==> src/rtl/ccff_chain_loader.sv <==
// ccff_chain_loader: serialises valid/ready bitstream words MSB-first onto a ccff configuration chain.
// Optional readback of the previous chain contents is built when CCFF_CHAIN_LOADER_READBACK_EN is defined.
module ccff_chain_loader #(
  parameter int CHAIN_LEN = 1024,
  parameter int WORD_W    = 8,
  parameter int CNT_W     = $clog2(CHAIN_LEN + 1)
) (
  input  logic              prog_clk,
  input  logic              prog_reset_n,
  input  logic              start,
  input  logic [WORD_W-1:0] word_data,
  input  logic              word_valid,
  output logic              word_ready,
  output logic              ccff_head,
  output logic              ccff_shift_en,
  input  logic              ccff_tail,
  output logic              busy,
  output logic              done
`ifdef CCFF_CHAIN_LOADER_READBACK_EN
  ,
  output logic [WORD_W-1:0] rb_data,
  output logic              rb_valid
`endif
);

  localparam int NB_W = $clog2(WORD_W + 1);

  typedef enum logic [1:0] {
    S_IDLE = 2'd0,
    S_LOAD = 2'd1,
    S_DONE = 2'd2
  } state_t;

  state_t            r_state;
  state_t            w_state_nxt;
  logic [WORD_W-1:0] r_buf;
  logic [NB_W-1:0]   r_nbits;
  logic [CNT_W-1:0]  r_cnt;

  logic w_enter;
  logic w_shift;
  logic w_last;
  logic w_ready;
  logic w_accept;

  always_comb begin
    w_enter  = start && (r_state != S_LOAD);
    w_shift  = (r_state == S_LOAD) && (r_nbits != '0);
    w_last   = w_shift && (r_cnt == CNT_W'(CHAIN_LEN - 1));
    // A refill may overlap the final buffered bit, except when that bit ends the chain.
    w_ready  = (r_state == S_LOAD) &&
               ((r_nbits == '0) || (w_shift && (r_nbits == NB_W'(1)) && !w_last));
    w_accept = word_valid && w_ready;
  end

  always_comb begin
    w_state_nxt = r_state;
    case (r_state)
      S_IDLE:  if (start) w_state_nxt = S_LOAD;
      S_LOAD:  if (w_last) w_state_nxt = S_DONE;
      S_DONE:  if (start) w_state_nxt = S_LOAD;
      default: w_state_nxt = S_IDLE;
    endcase
  end

  always_ff @(posedge prog_clk or negedge prog_reset_n) begin
    if (!prog_reset_n) r_state <= S_IDLE;
    else               r_state <= w_state_nxt;
  end

  always_ff @(posedge prog_clk or negedge prog_reset_n) begin
    if (!prog_reset_n) begin
      r_buf   <= '0;
      r_nbits <= '0;
      r_cnt   <= '0;
    end else if (w_enter) begin
      r_buf   <= '0;
      r_nbits <= '0;
      r_cnt   <= '0;
    end else begin
      if (w_accept) begin
        r_buf   <= word_data;
        r_nbits <= NB_W'(WORD_W);
      end else if (w_last) begin
        // Leftover low bits of a truncated final word are dropped here.
        r_buf   <= '0;
        r_nbits <= '0;
      end else if (w_shift) begin
        r_buf   <= {r_buf[WORD_W-2:0], 1'b0};
        r_nbits <= r_nbits - NB_W'(1);
      end
      if (w_shift && (r_cnt != CNT_W'(CHAIN_LEN)))
        r_cnt <= r_cnt + CNT_W'(1);
    end
  end

  assign word_ready    = w_ready;
  assign ccff_head     = r_buf[WORD_W-1];
  assign ccff_shift_en = w_shift;
  assign busy          = (r_state == S_LOAD);
  assign done          = (r_state == S_DONE);

`ifdef CCFF_CHAIN_LOADER_READBACK_EN
  logic [WORD_W-1:0] r_rb_acc;
  logic [WORD_W-1:0] r_rb_data;
  logic [NB_W-1:0]   r_rb_idx;
  logic              r_rb_valid;
  logic [WORD_W-1:0] w_rb_next;
  logic [NB_W-1:0]   w_rb_pad;

  always_comb begin
    w_rb_next = {r_rb_acc[WORD_W-2:0], ccff_tail};
    w_rb_pad  = NB_W'(WORD_W - 1) - r_rb_idx;
  end

  always_ff @(posedge prog_clk or negedge prog_reset_n) begin
    if (!prog_reset_n) begin
      r_rb_acc   <= '0;
      r_rb_data  <= '0;
      r_rb_idx   <= '0;
      r_rb_valid <= 1'b0;
    end else begin
      r_rb_valid <= 1'b0;
      if (w_enter) begin
        r_rb_acc <= '0;
        r_rb_idx <= '0;
      end else if (w_shift) begin
        if ((r_rb_idx == NB_W'(WORD_W - 1)) || w_last) begin
          // Partial final word is left-aligned so its unused LSBs read as zero.
          r_rb_data  <= w_rb_next << w_rb_pad;
          r_rb_valid <= 1'b1;
          r_rb_acc   <= '0;
          r_rb_idx   <= '0;
        end else begin
          r_rb_acc <= w_rb_next;
          r_rb_idx <= r_rb_idx + NB_W'(1);
        end
      end
    end
  end

  assign rb_data  = r_rb_data;
  assign rb_valid = r_rb_valid;
`else
  logic w_unused_tail;
  assign w_unused_tail = ccff_tail;
`endif

endmodule
==> config.mk <==
export PLATFORM = sky130hd
export DESIGN_NAME = ccff_chain_loader
export DESIGN_NICKNAME = d
export VERILOG_FILES = /design/src/rtl/ccff_chain_loader.sv
export SDC_FILE = /design/constraint.sdc
export NUM_CORES = 1
export LEC_CHECK = 0
export CAP_MARGIN = 10
export CORE_UTILIZATION = 30
export DETAILED_ROUTE_END_ITERATION = 12
export HOLD_SLACK_MARGIN = 0.02
export SLEW_MARGIN = 20
export SYNTH_ARGS = -nofsm -noshare
export SYNTH_HDL_FRONTEND = slang
export SYNTH_SLANG_ARGS = --single-unit
==> constraint.sdc <==
create_clock -name prog_clk -period 2.7 [get_ports prog_clk]
set_clock_uncertainty 0.1 [all_clocks]
set_input_delay 0.405 -clock prog_clk [delete_from_list [all_inputs] [get_ports prog_clk]]
set_output_delay 0.405 -clock prog_clk [all_outputs]
set_load 0.02 [all_outputs]
## Yosys cells after proc, flatten, opt, wreduce, memory -nomap -nowiden

Cells that the tools add are included.

| word-level totals | value |
|---|---|
| output and inout port bits | 5 |
| word-level logic and storage cells | 44 |
| flip-flop bits (word level) | 25 |
| bits of input ports | 13 |

| operators by class | value |
|---|---|
| equality and inequality tests | 8 |
| add/sub/neg operators | 2 |
| reduce and logical (&&, ||, !) cells | 17 |
| multiplexer cells | 13 |

Operators with widths:

| kind | count |
|---|---|
| 2-to-1 mux 8 bit | 4 |
| 2-to-1 mux 11 bit | 2 |
| 2-to-1 mux 4 bit | 4 |
| adder 11 x 1 -> 11 bit, second input constant | 1 |
| == test 11 x 10 -> 1 bit, second input constant | 1 |
| != test 11 bit, second input constant | 1 |
| logical AND 1 bit | 8 |
| nonzero test 4 bit | 2 |
| != test 2 x 1 -> 1 bit, second input constant | 3 |
| == test 4 x 1 -> 1 bit, second input constant | 1 |
| zero test 4 bit | 1 |
| 2-to-1 mux 2 bit | 2 |
| case mux 2 bit (2 select lines) | 1 |
| subtractor 4 x 1 -> 4 bit, second input constant | 1 |
| == test 2 x 1 -> 1 bit, second input constant | 1 |
| == test 2 bit, second input constant | 1 |
| zero test 2 bit | 1 |
| AND reduction 2 bit | 1 |
| nonzero test 2 bit | 1 |
| OR reduction 2 bit | 1 |
| zero test 1 bit | 1 |
| logical OR 1 bit | 1 |

## Logic depth before layout (Yosys ltp)

| depth | value |
|---|---|
| depth in word-level cells | 10 |
| depth in mapped cells | 8 |
| mapped depth without buffers | 7 |

## Worst setup path after synthesis

Ideal clock, no wire load.

| timing path | value |
|---|---|
| path kind | register to output |
| start point | register r_nbits[0] |
| end point | output word_ready |
| data required time | 2,195 ps |
| slack | 387 ps |
| buffers on the path | 1 |
| arrival time | 1,808 ps |
| cell stages (with the launch flop) | 8 |
| cell sequence | dfrtp_1 -> inv_1 -> ha_1 -> nor3b_1 -> or4_4 -> buf_6 -> nor3_2 -> nor2_1 |

| on the way | value |
|---|---|
| word-level cells in the longest chain between the ends | 7 |
| elaborated cells on any way between the ends | 10 |
| those cells by class | 1 x eq/ne; 9 x reduce/logical |

RTL lines:

| item | RTL line | source |
|---|---|---|
| from (decl) | 37 | `logic [NB_W-1:0] r_nbits;` |
| from (signal assigned) | 83 | `r_nbits <= NB_W'(WORD_W);` |
| from (signal assigned) | 90 | `r_nbits <= r_nbits - NB_W'(1);` |
| nonzero test 4 bit | 48 | `w_shift = (r_state == S_LOAD) && (r_nbits != '0);` |
| logical AND 1 bit | 48 |  |
| logical AND 1 bit | 49 | `w_last = w_shift && (r_cnt == CNT_W'(CHAIN_LEN - 1));` |
| zero test 1 bit | 52 | `((r_nbits == '0) \|\| (w_shift && (r_nbits == NB_W'(1)) && !w_last));` |
| logical AND 1 bit | 52 |  |
| logical OR 1 bit (*) | 52 |  |
| logical AND 1 bit (*) | 51 | `w_ready = (r_state == S_LOAD) &&` |
| to (decl) | 13 | `output logic word_ready,` |

Mark *: on every way between the ends. The rest lies on a longest branch, timed or not.

## Worst setup path in the final report

| timing path | value |
|---|---|
| start point | register r_nbits[1] |
| end point | output word_ready |

The elaborated chain is that of the path after synthesis.

==> results.json <==
{
  "worst_slack_ns": 0.138,
  "postCtsSetupBuffers": 0,
  "synth.avg_cell_area_um2": 9.65,
  "clock_tree.buffer_depth": 2,
  "final.hold.worst_slack_ns": 0.398,
  "final_layout_size_suffix_gt1_share_pct": 12.4,
  "max-slew-margin-rel_pct": 54.1,
  "synth-main-ff-cell": "sky130_fd_sc_hd__dfrtp_1",
  "detail_route.iter0.violations": 62,
  "areaGrowthSynthToFinish_pct": 21.7,
  "violations": "design-rule violations",
  "post-place-ws_ns": 0.0470,
  "cp-end-kind": "output port",
  "routed_via_density": 5.36,
  "synth_compound_gate_area_share_pct": 13.6,
  "netlist_cell_types": 39,
  "power.ir.vdd_worst_mv": 0.405,
  "synth.largest_area_cell": "sky130_fd_sc_hd__dfrtp_1",
  "floorplan.rows": 24,
  "clkTransAtPathRegs_ns": 0.09,
  "groute.usage.overall_pct": 14.7,
  "cts_tree": "done",
  "synth-adder-area-share_pct": 3.53,
  "min-delay-path-class": "in -> async",
  "core_area_mm2": 0.00444,
  "post_cts_hold_buffer_count": 0,
  "final_hold_viol_count": 0,
  "synth.area.top_cells": "sky130_fd_sc_hd__dfrtp_1 (44%), sky130_fd_sc_hd__mux2i_1 (7.1%), sky130_fd_sc_hd__nand2_1 (4.5%)",
  "synth.top_cell.area_share_pct": 44.1,
  "critPathTopFamily": "simple AND/OR/NAND/NOR gates",
  "synth_xor_area_share_pct": 2.47,
  "antenna_cells": 0,
  "postSynth.asyncResetShare_pct": 100,
  "synth.most_common_cell": "sky130_fd_sc_hd__dfrtp_1",
  "post-dp-hpwl_mm": 2.36,
  "setup_viol": 0,
  "grt.overflow.total": 0,
  "timing.fmax_mhz": 390,
  "drc": 2,
  "die-width_um": 70.8,
  "worst_ep_arrival_time_ns": 2.06,
  "cellPowerDensity_mw_per_mm2": 1070,
  "max_cap_viol_count": 0,
  "port_buffers": 16,
  "synthTopCellsByCount": "sky130_fd_sc_hd__dfrtp_1 (25), sky130_fd_sc_hd__nand2_1 (17), sky130_fd_sc_hd__mux2i_1 (10)",
  "synth_edf_count": 0,
  "io_pins": 18,
  "setup.reg_to_reg.worst_slack_ns": 0.50,
  "grt_max_degree": 26,
  "wire_length_of_the_first_global_routing_pass_mm": 5.84,
  "gp_congestion": 0.862,
  "crit_fanout": 5,
  "critPathLaunchType": "register",
  "syn_area_mm2": 0.00142,
  "avgRoutedWirePerCell_um": 14.5,
  "critical_path.max_stage_delay_ns": 0.51,
  "grt_antenna_before_repair": 0,
  "worstSetupPathType": "reg -> out",
  "setup_total_negative_slack_ns": 0,
  "fin_nets": 188,
  "ordered_cell_list_for_the_critical_path": "inv_1 -> ha_1 -> nor3b_2 -> or4_4 -> nor3_2 -> nor2_1 -> clkbuf_2",
  "rr_startpoint": "r_nbits[1]",
  "postSynthRegisterBits": 25,
  "start_util_pct": 31.9,
  "grt_pass1_vias": 1246,
  "post_synth_and_or_nand_nor_area_fraction_pct": 23.5,
  "leakage_power_nw": 0.809,
  "worst_pin_slew_ns": 0.669,
  "ff2ff_path_depth": 7,
  "worstReg2RegEnd": "r_cnt[8]",
  "critical_path.slowest_cell": "sky130_fd_sc_hd__or4_4",
  "synth-seq-area-share_pct": 44.1,
  "multiplexer_share_of_the_synthesized_area_pct": 7.05,
  "layout.filler_cells": 459,
  "run_status": "complete, but fails checks",
  "route.antenna.remaining_nets": 0,
  "synth_fp_nets": 164,
  "postSynthCellCount": 147,
  "worstSkewPairLatency_ns": 0.27,
  "yosysWarnings": 0,
  "route.final.wire_length_mm": 3.22,
  "root_buffer": "sky130_fd_sc_hd__clkbuf_8",
  "worst-path-buf-inv": 2,
  "drv_slew": 0,
  "die_h_um": 70.8,
  "cp_data_required_time_ns": 2.19,
  "dieArea_mm2": 0.00501,
  "grt_setup_unrepaired": "no",
  "timing.final.crit_share_pct": 94.9,
  "largest_family_of_logic_cells_by_synthesized_area": "simple AND/OR/NAND/NOR gates",
  "clock-sinks": 25,
  "htreeDepth": 1,
  "dr.pass1.iters": 8,
  "cts_made_buffers": 3,
  "final_critical_delay_including_setup_and_external_delays_ns": 2.56,
  "dr_total_vias": 1190
}
routing by layer:
metal  global-route usage [%]  vias up  part of all wire (%)
li1                         -      587                     -
met1                     19.5      576                    46
met2                     23.9       25                    49
met3                     3.85        2                   4.0
met4                     4.00        0                  0.75
met5                        0        -                     0
state kept, by name (all words and copies together), names as in the netlist:
signal and count:
r_cnt 11, r_buf 8, r_nbits 4, r_state 2
cell usage in the layout (no fill, tap or decap), types with 2 or more instances in the layout:
cell                              synthesis  routed
sky130_fd_sc_hd__a32oi_1                  7       7
sky130_fd_sc_hd__nand2b_1                 2       2
sky130_fd_sc_hd__and3_1                   2       2
sky130_fd_sc_hd__xnor2_1                  3       3
sky130_fd_sc_hd__nand3b_1                 3       3
sky130_fd_sc_hd__inv_1                    9       9
sky130_fd_sc_hd__a21oi_1                  5       5
sky130_fd_sc_hd__o21ai_0                  4       4
sky130_fd_sc_hd__or3_1                    2       2
sky130_fd_sc_hd__nand4_1                  6       6
sky130_fd_sc_hd__ha_1                     4       4
sky130_fd_sc_hd__nor3_1                   2       2
sky130_fd_sc_hd__nand2_1                 17      17
sky130_fd_sc_hd__clkdlybuf4s50_1          0      14
sky130_fd_sc_hd__nand3_1                  7       7
sky130_fd_sc_hd__mux2i_1                 10      10
sky130_fd_sc_hd__nor2_1                   6       6
sky130_fd_sc_hd__a21boi_1                 2       2
sky130_fd_sc_hd__clkbuf_8                 0       3
sky130_fd_sc_hd__buf_4                    0      10
sky130_fd_sc_hd__dfrtp_1                 25      25
sky130_fd_sc_hd__nor4_1                   6       6
per-stage QoR:
| stage | total power [mW] | cells | cell area, um^2 | util, % |
|---|---|---|---|---|
| 2_1_floorplan | 1.32 | 147 | 1420 | - |
| 3_3_place_gp | 1.57 | 218 | 1680 | 37.7 |
| 3_5_place_dp | 1.62 | 218 | 1680 | 37.7 |
| 4_1_cts | 1.86 | 222 | 1730 | 38.9 |
| 5_1_grt | 2.01 | 222 | 1730 | 38.9 |
| 6_report | 1.84 | 222 | 1730 | 38.9 |
cell families (layout without fill, tap and decap cells):
logic type               after synthesis  in the layout
AO/OA/AOI/OAI                         26             26
XOR/XNOR                               4              4
adder cells (fa/ha/maj)                4              4
buffers and inverters                 17             40
flip-flops                            25             25
multiplexers                          10             10
AND/OR/NAND/NOR                       61             61
final cells by class:
type	count	area (um^2)	share of cell area, %
repair buffers	26	233	13.5
clock inverters	1	7.51	0.435
flip-flops and latches	25	626	36.2
inverters	10	37.5	2.17
multi-input cells	105	717	41.5
clock buffers	3	41.3	2.39
well taps	52	65.1	3.77
power breakdown:
group          switching, mW  total [mW]  internal (mW)
Combinational          0.491       0.898          0.407
Sequential             0.172       0.712          0.541
Clock                  0.124       0.229          0.105
what timing repair did:
action / 4_1_cts / 5_1_grt
resized for setup: 3 / 2
endpoints found under the setup margin: 1 / 2
cloned: 0 / 0
how the worst max path moves through the flow:
stage	from	end	cells past startpoint	slack [ns]
final	r_nbits[1]	word_ready	7	0.14
after global routing	r_nbits[1]	word_ready	7	0.005
after CTS	r_nbits[1]	word_ready	7	0.008
after detailed placement	r_nbits[1]	word_ready	7	0.05
after global placement	r_nbits[1]	word_ready	7	0.12
after floorplan	r_nbits[0]	word_ready	7	0.39
(Power assumes the default switching activity.)
